File: config.mk
export PLATFORM = sky130hd
export DESIGN_NAME = alu_bist_flat
export DESIGN_NICKNAME = d
export VERILOG_FILES = /design/src/rtl/alu_bist_if.sv /design/src/rtl/alu_bist.sv /design/src/flat_wrapper.sv
export SDC_FILE = /design/constraint.sdc
export NUM_CORES = 1
export LEC_CHECK = 0
export CAP_MARGIN = 40
export CORE_ASPECT_RATIO = 1.75
export CORE_MARGIN = 3
export CORE_UTILIZATION = 50
export CTS_BUF_LIST = sky130_fd_sc_hd__clkbuf_8
export DETAILED_ROUTE_END_ITERATION = 12
export PLACE_DENSITY = 0.95
export SLEW_MARGIN = 20
export SYNTH_ARGS = -nofsm -noshare
export SYNTH_HDL_FRONTEND = slang
export SYNTH_SLANG_ARGS = --single-unit
File: constraint.sdc
create_clock -name clk -period 18.6 [get_ports clk]
set_input_delay 5.58 -clock clk [delete_from_list [all_inputs] [get_ports clk]]
set_output_delay 5.58 -clock clk [all_outputs]
set_load 0.02 [all_outputs]
File: src/rtl/alu_bist_if.sv
// Bus between the ALU self-test engine and its surroundings: run handshake,
// status/report outputs, the directed-vector read port and both ALUs.
interface alu_bist_if #(
  parameter int N        = 32,
  parameter int N_VECTOR = 9
);
  localparam int AW = (N_VECTOR > 1) ? $clog2(N_VECTOR) : 1;

  logic          start;
  logic          busy;
  logic          done;
  logic          pass;
  logic          aborted;
  logic [15:0]   error_count;
  logic [15:0]   fail_op_mask;
  logic [N-1:0]  first_fail_a;
  logic [N-1:0]  first_fail_b;
  logic [3:0]    first_fail_control;

  logic [AW-1:0] vec_addr_a;
  logic [AW-1:0] vec_addr_b;
  logic [N-1:0]  vec_data_a;
  logic [N-1:0]  vec_data_b;

  logic [N-1:0]  a;
  logic [N-1:0]  b;
  logic [3:0]    control;
  logic [N-1:0]  dut_result;
  logic [N-1:0]  ref_result;
  logic          dut_overflow;
  logic          dut_zero;
  logic          dut_equal;
  logic          ref_overflow;
  logic          ref_zero;
  logic          ref_equal;

  // The self-test engine drives stimulus and status.
  modport master (
    input  start, vec_data_a, vec_data_b,
           dut_result, ref_result,
           dut_overflow, dut_zero, dut_equal,
           ref_overflow, ref_zero, ref_equal,
    output busy, done, pass, aborted, error_count, fail_op_mask,
           first_fail_a, first_fail_b, first_fail_control,
           vec_addr_a, vec_addr_b, a, b, control
  );

  // The environment: vector store, both ALUs and whoever launches runs.
  modport slave (
    output start, vec_data_a, vec_data_b,
           dut_result, ref_result,
           dut_overflow, dut_zero, dut_equal,
           ref_overflow, ref_zero, ref_equal,
    input  busy, done, pass, aborted, error_count, fail_op_mask,
           first_fail_a, first_fail_b, first_fail_control,
           vec_addr_a, vec_addr_b, a, b, control
  );
endinterface

File: src/rtl/alu_bist.sv
// ALU self-test engine: for every enabled control code it applies a directed
// cross-product of stored vectors and then LFSR random pairs to a DUT ALU and
// a reference ALU, counts field mismatches and records the first failure.
module alu_bist #(
  parameter int          N          = 32,
  parameter int          N_VECTOR   = 9,
  parameter int          N_RANDOM   = 25,
  parameter int          MAX_ERRORS = 10,
  parameter logic [15:0] OP_MASK    = 16'h03FF,
  parameter logic [31:0] SEED       = 32'h0000_0001
) (
  input logic        clk,
  input logic        rst,
  alu_bist_if.master bus
);
  localparam int AW = (N_VECTOR > 1) ? $clog2(N_VECTOR) : 1;
  localparam int RW = (N_RANDOM > 1) ? $clog2(N_RANDOM) : 1;
  localparam logic [AW-1:0] LAST_VEC = AW'(N_VECTOR - 1);
  localparam logic [RW-1:0] LAST_RND = RW'((N_RANDOM > 0) ? N_RANDOM - 1 : 0);

  typedef enum logic [1:0] {IDLE, APPLY, CHECK, DONE} state_t;

  state_t        state;
  logic [31:0]   lfsr;
  logic [AW-1:0] j;
  logic [AW-1:0] k;
  logic [RW-1:0] rnd_cnt;
  logic          random_phase;
  logic [3:0]    cur_op;

  logic [31:0]   lfsr_s1;
  logic [31:0]   lfsr_s2;
  logic [4:0]    first_op;
  logic [4:0]    next_op;
  logic          op_end;
  logic [3:0]    miss;
  logic [2:0]    n_miss;
  logic [16:0]   sum;
  logic [15:0]   new_count;
  logic          over_limit;

  function automatic logic [31:0] lfsr_next(input logic [31:0] s);
    return (s >> 1) ^ (s[0] ? 32'h8020_0003 : 32'h0000_0000);
  endfunction

  // Returns {found, code} for the lowest enabled control code >= from.
  function automatic logic [4:0] find_op(input int from);
    logic [4:0] r;
    r = '0;
    for (int i = 15; i >= 0; i--) begin
      if (i >= from && OP_MASK[i]) r = {1'b1, 4'(i)};
    end
    return r;
  endfunction

  assign bus.vec_addr_a = j;
  assign bus.vec_addr_b = k;

  // Mismatch detection, saturating error sum and sweep-position decode.
  always_comb begin
    lfsr_s1    = lfsr_next(lfsr);
    lfsr_s2    = lfsr_next(lfsr_s1);
    first_op   = find_op(0);
    next_op    = find_op(int'(cur_op) + 1);
    op_end     = random_phase ? (rnd_cnt == LAST_RND)
                              : (j == LAST_VEC && k == LAST_VEC && N_RANDOM == 0);
    miss       = {bus.dut_result   !== bus.ref_result,
                  bus.dut_overflow !== bus.ref_overflow,
                  bus.dut_zero     !== bus.ref_zero,
                  bus.dut_equal    !== bus.ref_equal};
    n_miss     = {2'b0, miss[0]} + {2'b0, miss[1]} + {2'b0, miss[2]} + {2'b0, miss[3]};
    sum        = {1'b0, bus.error_count} + {14'b0, n_miss};
    new_count  = sum[16] ? 16'hFFFF : sum[15:0];
    over_limit = int'({16'h0, new_count}) > MAX_ERRORS;
  end

  // Run sequencer: launch, apply/check vector pairs, sweep codes, finish or abort.
  always_ff @(posedge clk) begin
    if (!rst) begin
      state                  <= IDLE;
      lfsr                   <= SEED;
      j                      <= '0;
      k                      <= '0;
      rnd_cnt                <= '0;
      random_phase           <= 1'b0;
      cur_op                 <= '0;
      bus.busy               <= 1'b0;
      bus.done               <= 1'b0;
      bus.pass               <= 1'b0;
      bus.aborted            <= 1'b0;
      bus.error_count        <= '0;
      bus.fail_op_mask       <= '0;
      bus.first_fail_a       <= '0;
      bus.first_fail_b       <= '0;
      bus.first_fail_control <= '0;
      bus.a                  <= '0;
      bus.b                  <= '0;
      bus.control            <= '0;
    end else begin
      case (state)
        IDLE, DONE: begin
          if (bus.start) begin
            bus.error_count        <= '0;
            bus.fail_op_mask       <= '0;
            bus.first_fail_a       <= '0;
            bus.first_fail_b       <= '0;
            bus.first_fail_control <= '0;
            bus.aborted            <= 1'b0;
            j                      <= '0;
            k                      <= '0;
            rnd_cnt                <= '0;
            random_phase           <= 1'b0;
            if (first_op[4]) begin
              cur_op   <= first_op[3:0];
              bus.busy <= 1'b1;
              bus.done <= 1'b0;
              bus.pass <= 1'b0;
              state    <= APPLY;
            end else begin
              bus.busy <= 1'b0;
              bus.done <= 1'b1;
              bus.pass <= 1'b1;
              state    <= DONE;
            end
          end
        end
        APPLY: begin
          bus.control <= cur_op;
          if (random_phase) begin
            bus.a <= lfsr[N-1:0];
            bus.b <= lfsr_s1[N-1:0];
            lfsr  <= lfsr_s2;
          end else begin
            bus.a <= bus.vec_data_a;
            bus.b <= bus.vec_data_b;
          end
          state <= CHECK;
        end
        CHECK: begin
          bus.error_count <= new_count;
          if (|miss) begin
            bus.fail_op_mask[bus.control] <= 1'b1;
            if (bus.error_count == '0) begin
              bus.first_fail_a       <= bus.a;
              bus.first_fail_b       <= bus.b;
              bus.first_fail_control <= bus.control;
            end
          end
          if (over_limit) begin
            bus.busy    <= 1'b0;
            bus.done    <= 1'b1;
            bus.pass    <= 1'b0;
            bus.aborted <= 1'b1;
            state       <= DONE;
          end else if (op_end) begin
            if (next_op[4]) begin
              cur_op       <= next_op[3:0];
              random_phase <= 1'b0;
              j            <= '0;
              k            <= '0;
              rnd_cnt      <= '0;
              state        <= APPLY;
            end else begin
              bus.busy <= 1'b0;
              bus.done <= 1'b1;
              bus.pass <= (new_count == '0);
              state    <= DONE;
            end
          end else begin
            state <= APPLY;
            if (random_phase) begin
              rnd_cnt <= rnd_cnt + 1'b1;
            end else if (k == LAST_VEC) begin
              k <= '0;
              if (j == LAST_VEC) begin
                j            <= '0;
                random_phase <= 1'b1;
                rnd_cnt      <= '0;
              end else begin
                j <= j + 1'b1;
              end
            end else begin
              k <= k + 1'b1;
            end
          end
        end
        default: state <= IDLE;
      endcase
    end
  end
endmodule

File: src/flat_wrapper.sv
// flat-port wrapper written by rule: the top's interface ports become plain ports
module alu_bist_flat 
#(
  parameter int          N          = 32,
  parameter int          N_VECTOR   = 9,
  parameter int          N_RANDOM   = 25,
  parameter int          MAX_ERRORS = 10,
  parameter logic [15:0] OP_MASK    = 16'h03FF,
  parameter logic [31:0] SEED       = 32'h0000_0001
)
  (clk, rst, bus_start, bus_vec_data_a, bus_vec_data_b, bus_dut_result, bus_ref_result, bus_dut_overflow, bus_dut_zero, bus_dut_equal, bus_ref_overflow, bus_ref_zero, bus_ref_equal, bus_busy, bus_done, bus_pass, bus_aborted, bus_error_count, bus_fail_op_mask, bus_first_fail_a, bus_first_fail_b, bus_first_fail_control, bus_vec_addr_a, bus_vec_addr_b, bus_a, bus_b, bus_control);
  alu_bist_if #(.N(N), .N_VECTOR(N_VECTOR)) bus_i ();
  input logic clk;
  input logic rst;
  input wire logic [$bits(bus_i.start)-1:0] bus_start;
  input wire logic [$bits(bus_i.vec_data_a)-1:0] bus_vec_data_a;
  input wire logic [$bits(bus_i.vec_data_b)-1:0] bus_vec_data_b;
  input wire logic [$bits(bus_i.dut_result)-1:0] bus_dut_result;
  input wire logic [$bits(bus_i.ref_result)-1:0] bus_ref_result;
  input wire logic [$bits(bus_i.dut_overflow)-1:0] bus_dut_overflow;
  input wire logic [$bits(bus_i.dut_zero)-1:0] bus_dut_zero;
  input wire logic [$bits(bus_i.dut_equal)-1:0] bus_dut_equal;
  input wire logic [$bits(bus_i.ref_overflow)-1:0] bus_ref_overflow;
  input wire logic [$bits(bus_i.ref_zero)-1:0] bus_ref_zero;
  input wire logic [$bits(bus_i.ref_equal)-1:0] bus_ref_equal;
  output wire logic [$bits(bus_i.busy)-1:0] bus_busy;
  output wire logic [$bits(bus_i.done)-1:0] bus_done;
  output wire logic [$bits(bus_i.pass)-1:0] bus_pass;
  output wire logic [$bits(bus_i.aborted)-1:0] bus_aborted;
  output wire logic [$bits(bus_i.error_count)-1:0] bus_error_count;
  output wire logic [$bits(bus_i.fail_op_mask)-1:0] bus_fail_op_mask;
  output wire logic [$bits(bus_i.first_fail_a)-1:0] bus_first_fail_a;
  output wire logic [$bits(bus_i.first_fail_b)-1:0] bus_first_fail_b;
  output wire logic [$bits(bus_i.first_fail_control)-1:0] bus_first_fail_control;
  output wire logic [$bits(bus_i.vec_addr_a)-1:0] bus_vec_addr_a;
  output wire logic [$bits(bus_i.vec_addr_b)-1:0] bus_vec_addr_b;
  output wire logic [$bits(bus_i.a)-1:0] bus_a;
  output wire logic [$bits(bus_i.b)-1:0] bus_b;
  output wire logic [$bits(bus_i.control)-1:0] bus_control;
  assign bus_i.start = bus_start;
  assign bus_i.vec_data_a = bus_vec_data_a;
  assign bus_i.vec_data_b = bus_vec_data_b;
  assign bus_i.dut_result = bus_dut_result;
  assign bus_i.ref_result = bus_ref_result;
  assign bus_i.dut_overflow = bus_dut_overflow;
  assign bus_i.dut_zero = bus_dut_zero;
  assign bus_i.dut_equal = bus_dut_equal;
  assign bus_i.ref_overflow = bus_ref_overflow;
  assign bus_i.ref_zero = bus_ref_zero;
  assign bus_i.ref_equal = bus_ref_equal;
  assign bus_busy = bus_i.busy;
  assign bus_done = bus_i.done;
  assign bus_pass = bus_i.pass;
  assign bus_aborted = bus_i.aborted;
  assign bus_error_count = bus_i.error_count;
  assign bus_fail_op_mask = bus_i.fail_op_mask;
  assign bus_first_fail_a = bus_i.first_fail_a;
  assign bus_first_fail_b = bus_i.first_fail_b;
  assign bus_first_fail_control = bus_i.first_fail_control;
  assign bus_vec_addr_a = bus_i.vec_addr_a;
  assign bus_vec_addr_b = bus_i.vec_addr_b;
  assign bus_a = bus_i.a;
  assign bus_b = bus_i.b;
  assign bus_control = bus_i.control;
  alu_bist #(.N(N), .N_VECTOR(N_VECTOR), .N_RANDOM(N_RANDOM), .MAX_ERRORS(MAX_ERRORS), .OP_MASK(OP_MASK), .SEED(SEED)) u_core (.clk(clk), .rst(rst), .bus(bus_i));
endmodule
# --- Word-level counts from Yosys, hierarchy flattened ---
# Cells that the tools add are included.
word_totals:
  output_inout_bits: 180
  inputBits: 137
  reg_bits: 224
op_classes:
  n_bitwise: 3
  order_cmp: 13
  n_addsub: 8
  n_reduce_logical: 18
  n_eq_ne: 24
  n_mux: 85
op_table:
  columns: ["cell", "n"]
  rows:
  - ["$mux 32", 9]
  - ["$ge 4x32->1 const A", 4]
  - ["$pmux 32 s2", 2]
  - ["$mux 5", 17]
  - ["$ge 3x32->1 const A", 2]
  - ["$ge 5x32->1 const A", 2]
  - ["$mux 4", 16]
  - ["$pmux 16 s2", 2]
  - ["$xor 31x32->32", 2]
  - ["$mux 16", 3]
  - ["$ge 1x32->1 const A", 1]
  - ["$ge 2x32->1 const A", 1]
  - ["$logic_not 16->1", 2]
  - ["$nex 32x32->1", 1]
  - ["$pmux 4 s2", 4]
  - ["$mux 1", 20]
  - ["$add 16x3->17", 1]
  - ["$gt 16x4->1 const B", 1]
  - ["$or 16x16->16", 1]
  - ["$reduce_and 4->1", 3]
  - ["$reduce_and 6->1", 2]
  - ["$ne 2x1->1 const B", 5]
  - ["$pmux 1 s2", 5]
  - ["$pmux 5 s2", 1]
  - ["28 further kinds", 44]

# --- Depth between registers and ports, before layout ---
logic_depth:
  ltp_word: 16
  ltp_mapped: 18

# --- Worst setup path before layout ---
# OpenSTA, ideal clock, no wires.
synth_path:
  path_type: "input -> register"
  from: "in bus_ref_result[25]"
  to: "reg u_core.state[1]"
  setup_slack_ps: 8886
  path_stages: 17
  setup_time_ps: 122
  t_required_ps: 18478
  arrival_ps: 9592
  n_path_buf: 1
  cell_sequence: "xor2_1 nor4_1 nand2_1 nor4_2 fa_1 inv_1 ha_1 inv_1 fa_1 nand2b_2 a2111oi_0 mux2i_1 o221ai_2 nor4_4 buf_6 a21oi_2 o311a_1"
synth_between:
  elab_chain_len: 7
synth_lines:
  columns: ["element", "line_no", "rtl"]
  rows:
  - ["from (decl)", "flat_wrapper.sv:19", "input wire logic [$bits(bus_i.ref_result)-1:0] bus_ref_result;"]
  - ["$nex 32x32->1", "alu_bist.sv:67", "miss = {bus.dut_result !== bus.ref_result,"]
  - ["$add 3x1->3", "alu_bist.sv:71", "n_miss = {2'b0, miss[0]} + {2'b0, miss[1]} + {2'b0, miss[2]} + {2'b0, miss[3]};"]
  - ["$add 16x3->17", "alu_bist.sv:72", "sum = {1'b0, bus.error_count} + {14'b0, n_miss};"]
  - ["$mux 16", "alu_bist.sv:73", "new_count = sum[16] ? 16'hFFFF : sum[15:0];"]
  - ["$gt 16x4->1", "alu_bist.sv:74", "over_limit = int'({16'h0, new_count}) > MAX_ERRORS;"]
  - ["$mux 2", "alu_bist.sv:149", "if (over_limit) begin"]
  - ["$pmux 2 s3", "alu_bist.sv:100", "case (state)"]
  - ["to (signal assigned)", "alu_bist.sv:80", "state <= IDLE;"]
  - ["to (signal assigned)", "alu_bist.sv:154", "state <= DONE;"]
  - ["to (signal assigned)", "alu_bist.sv:162", "state <= APPLY;"]
  - ["to (decl)", "alu_bist.sv:23", "state_t state;"]
# No other way between the ends.
# A chain may end at the register's enable or synchronous reset.

# --- Final worst setup path ---
layout_path:
  from: "in bus_ref_result[6]"
  to: "reg u_core.k[3] (netlist: u_core.bus.vec_addr_b[3])"
layout_between:
  elab_chain_len: 7
layout_lines:
  columns: ["element", "line_no", "rtl"]
  rows:
  - ["$nex 32x32->1", "alu_bist.sv:67", null]
  - ["$add 3x1->3", "alu_bist.sv:71", null]
  - ["$add 16x3->17", "alu_bist.sv:72", null]
  - ["$mux 16", "alu_bist.sv:73", null]
  - ["$gt 16x4->1", "alu_bist.sv:74", null]
  - ["$ne 2x2->1 (no source line)", null, null]
  - ["$reduce_and 5->1 (no source line)", null, null]
  - ["to (signal assigned)", "alu_bist.sv:183", "k <= k + 1'b1;"]
  - ["to (decl)", "alu_bist.sv:26", "logic [AW-1:0] k;"]
# No other way between the ends.

==> out/qor.csv <==
stage,metric,value,unit
run_status,outcome,completed,
clocking,postCtsHoldBufs,0,
timing,rsz0062_at_grt,no,
route,wl,33.5,mm
synth,synthCells,1164,
floorplan,num_rows,68,
setup_path,reg2regPathDepth,10,
floorplan,die_y,193,um
placement,io_buffer_count,316,
clocking,cts_tree,built,
power_and_ir_drop,leakagePower,0.00490,uW
cells_and_area,final_util,0.710,
job,maxCapViolations,0,
synth,synthTopCellsByArea,"dfxtp_1, mux2i_1, a21oi_1",
synth,avgSynthCellArea,8.63,sq um
setup_path,crit_path_end,u_core.bus.vec_addr_b[3],
synth,synth_area,10000,sq um
timing,post-route-min-period,10.43,ns
setup_path,worstPathRequired,19.01,ns
synth,synth-seq-area-share,0.447,
timing,tightest_slew,0.838,ns
power_and_ir_drop,combPwrFrac,0.315,
floorplan,ios,317,
cells_and_area,final_area,14000,sq um
synth,synth-async-reset-ratio,0,
synth,ys_dominant_reg_cell,dfxtp_1,
power_and_ir_drop,ir_drop,0.0000828,V
placement,gp_congestion,0.973,
timing,relSlewSlack,0.441,
floorplan,core-area,19700,sq um
power_and_ir_drop,seq_power_share,0.404,
placement,hpwlAfterDp,23.4,mm
setup_path,endpoint_kind,register,
hold_path,hold_path_class,reg -> reg,
power_and_ir_drop,power,1460,uW
cells_and_area,mostFrequentLayoutCells,"clkdlybuf4s50_1, dfxtp_1, a21oi_1",
synth,synth_top_area_share,0.447,
clocking,numCtsBuffers,31,
grt,grt_use_met2,0.536,
synth,netlist-cell-type-count,68,
grt,antenna_found_initial,1,
timing,fin_crit_sh,0.561,
clocking,clock_path_buffers,3,
timing,drv_slew,0,
route,drc_errors,0,
floorplan,die_area,21900,sq um
synth,synth.net_count,1321,
synth,ys_seq_elements,224,
floorplan,start_util,0.509,
power_and_ir_drop,power_density,104,nW/um^2
cells_and_area,drive_gt1_frac,0.0614,
setup_path,cp_max_fo,9,
route,drtAntennaViolNets,0,
synth,yosys.area.top_type,dfxtp_1,
synth,synth_edf_count,0,
grt,grt_pass1_vias,10300,
setup_path,cp.arrival,10.84,ns
setup_path,startpoint_type,primary input,
clocking,cts_resized,0,
clocking,clk_latency,0.56,ns
timing,setup_viol,0,
route,wl_per_cell,19.6,um
clocking,post-cts-setup-buffers,0,
grt,grt_usage,0.289,
setup_path,timing.rr.end,u_core.bus.first_fail_b[21],
power_and_ir_drop,p_clk_frac,0.281,
clocking,path_clk_slew,0.07,ns
clocking,cts_sinks,224,
grt,met3_usage,0.0610,
grt,grt_util_met1,0.296,
timing,clock_skew,0.0108,ns
setup_path,r2r_start,u_core.state[0],
setup_path,slowest_stage,a2111oi_0,
timing,fmax,95.8,MHz
timing,finalSetupTns,0,ns
timing,finalHoldViolCount,0,
route,drtPass1Iterations,7,
setup_path,reg2reg_slack,14.53,ns
placement,placed_cell_area,13300,sq um
grt,grt.overflow.total,0,
setup_path,path_class,in -> reg,
cells_and_area,fin_nets,1599,
cells_and_area,final_common_cell,clkdlybuf4s50_1,
grt,grt_pass1_wl,52.6,mm
clocking,root_buffer,clkbuf_8,
grt,grt_max_degree,88,
route,vias,10100,
placement,dp_slack,7.38,ns
power_and_ir_drop,switchingPower,518,uW
setup_path,crit_chain,clkdlybuf4s50_1 > xor2_1 > nor4_1 > nand2_1 > nor4_2 > fa_1 > inv_1 > ha_1 > inv_1 > fa_1 > nand2b_2 > a2111oi_0 > mux2i_1 > o221ai_2 > nor4_4 > buf_4 > nand2_1 > o21ai_0 > a311oi_1,
power_and_ir_drop,p_sw_frac,0.355,
synth,yosys_warnings,0,
setup_path,startpoint,bus_ref_result[6],
timing,worst_slack,8.17,ns
floorplan,fp.dieW,113,um
grt,grt_busiest_layer,met2,
power_and_ir_drop,intPower,940,uW
route,drt_iter0_markers,668,
setup_path,slowest_delay,0.56,ns
cells_and_area,syn_to_final_growth,39.6,%
route,via_per_inst,5.91,
clocking,htreeDepth,1,
power groups by stage:
| stage | sequential [uW] | combinational [uW] | clock [uW] |
|---|---|---|---|
| floorplan | 648 | 186 | 0 |
| CTS | 588 | 455 | 414 |
| finish | 589 | 459 | 409 |
| global route | 595 | 490 | 432 |
| global placement | 594 | 437 | 0 |
| detailed placement | 597 | 452 | 0 |
area by class of cell:
cell class / count / area (sq um)
Tap cell: 245 / 307
Antenna cell: 1 / 2.50
Fill cell: 1409 / 5730
Sequential cell: 224 / 4490
Inverter: 35 / 134
Clock buffer: 39 / 537
Multi-Input combinational cell: 820 / 5110
Clock inverter: 18 / 130
Timing Repair Buffer: 330 / 3310
cell usage after synthesis, drive strengths merged, types with 2 or more instances:
master / count
dfxtp: 224
a21oi: 137
nor2: 127
nand2: 96
o21ai: 94
mux2i: 75
a22oi: 71
clkbuf: 67
inv: 34
nand3: 25
xor2: 25
xnor2: 23
buf: 18
ha: 18
nor4: 15
a31oi: 12
nand4: 11
a211oi: 10
nor3: 10
and3: 8
o21a: 8
nor2b: 6
and2: 5
a2111oi: 4
nand2b: 3
nand4b: 3
a21o: 2
a311oi: 2
a41o: 2
a41oi: 2
fa: 2
nor3b: 2
o211ai: 2
o21bai: 2
o31ai: 2
or3: 2
metal layers:
layer | wire [um] | vias to the layer above | part of all wire
met5 | 0 | - | 0
met4 | 1960 | 0 | 0.058
met3 | 2570 | 148 | 0.077
li1 | - | 4680 | -
met2 | 17600 | 508 | 0.52
met1 | 11400 | 4784 | 0.34
critical path, delay by kind of cell:
| kind | cells | cell delay (ns) |
|---|---|---|
| AND/OR/NAND/NOR | 6 | 1.90 |
| AO/OA/AOI/OAI | 4 | 1.05 |
| adder cells (fa/ha/maj) | 3 | 1.00 |
| buffers and inverters | 4 | 0.80 |
| multiplexers | 1 | 0.32 |
| XOR/XNOR | 1 | 0.18 |
how the worst min path moves through the flow:
stage	slack [ns]	end	depth (start not counted)	from
final	0.47	u_core.bus.fail_op_mask[1]	1	u_core.bus.fail_op_mask[1]
after global routing	0.49	u_core.bus.fail_op_mask[1]	1	u_core.bus.fail_op_mask[1]
after CTS	0.48	u_core.bus.fail_op_mask[9]	1	u_core.bus.fail_op_mask[9]
after detailed placement	0.46	u_core.bus.fail_op_mask[9]	1	u_core.bus.fail_op_mask[9]
after global placement	0.45	u_core.bus.fail_op_mask[12]	2	u_core.bus.fail_op_mask[12]
after floorplan	0.46	u_core.lfsr[10]	2	u_core.lfsr[12]
sequential cells by signal, summed over array words and instances, names as in the netlist:
| name | count |
|---|---|
| u_core.bus.first_fail_control | 4 |
| u_core.bus.first_fail_b | 32 |
| u_core.rnd_cnt | 5 |
| u_core.bus.pass | 1 |
| u_core.bus.vec_addr_a | 4 |
| u_core.bus.fail_op_mask | 16 |
| u_core.cur_op | 4 |
| u_core.lfsr | 32 |
| u_core.state | 2 |
| u_core.bus.aborted | 1 |
| u_core.bus.error_count | 16 |
| u_core.random_phase | 1 |
| u_core.bus.control | 4 |
| u_core.bus.vec_addr_b | 4 |
| u_core.bus.done | 1 |
| u_core.bus.busy | 1 |
| u_core.bus.b | 32 |
| u_core.bus.first_fail_a | 32 |
| u_core.bus.a | 32 |
logic make-up (layout without fill, tap and decap cells):
| logic type | count (synthesis) | in the layout | synth area share |
|---|---|---|---|
| other | 0 | 1 | 0 |
| AND/OR/NAND/NOR | 316 | 316 | 0.144 |
| AO/OA/AOI/OAI | 360 | 360 | 0.218 |
| adder cells (fa/ha/maj) | 20 | 20 | 0.0264 |
| XOR/XNOR | 48 | 48 | 0.0419 |
| buffers and inverters | 120 | 422 | 0.0471 |
| flip-flops | 224 | 224 | 0.447 |
| multiplexers | 76 | 76 | 0.0759 |
through the flow:
step | instances | hold slack, ns
finish | 1712 | 0.467
global placement | 1648 | 0.451
floorplan | 1164 | 0.457
CTS | 1708 | 0.476
detailed placement | 1651 | 0.460
global route | 1712 | 0.495
(Power assumes the default switching activity.)
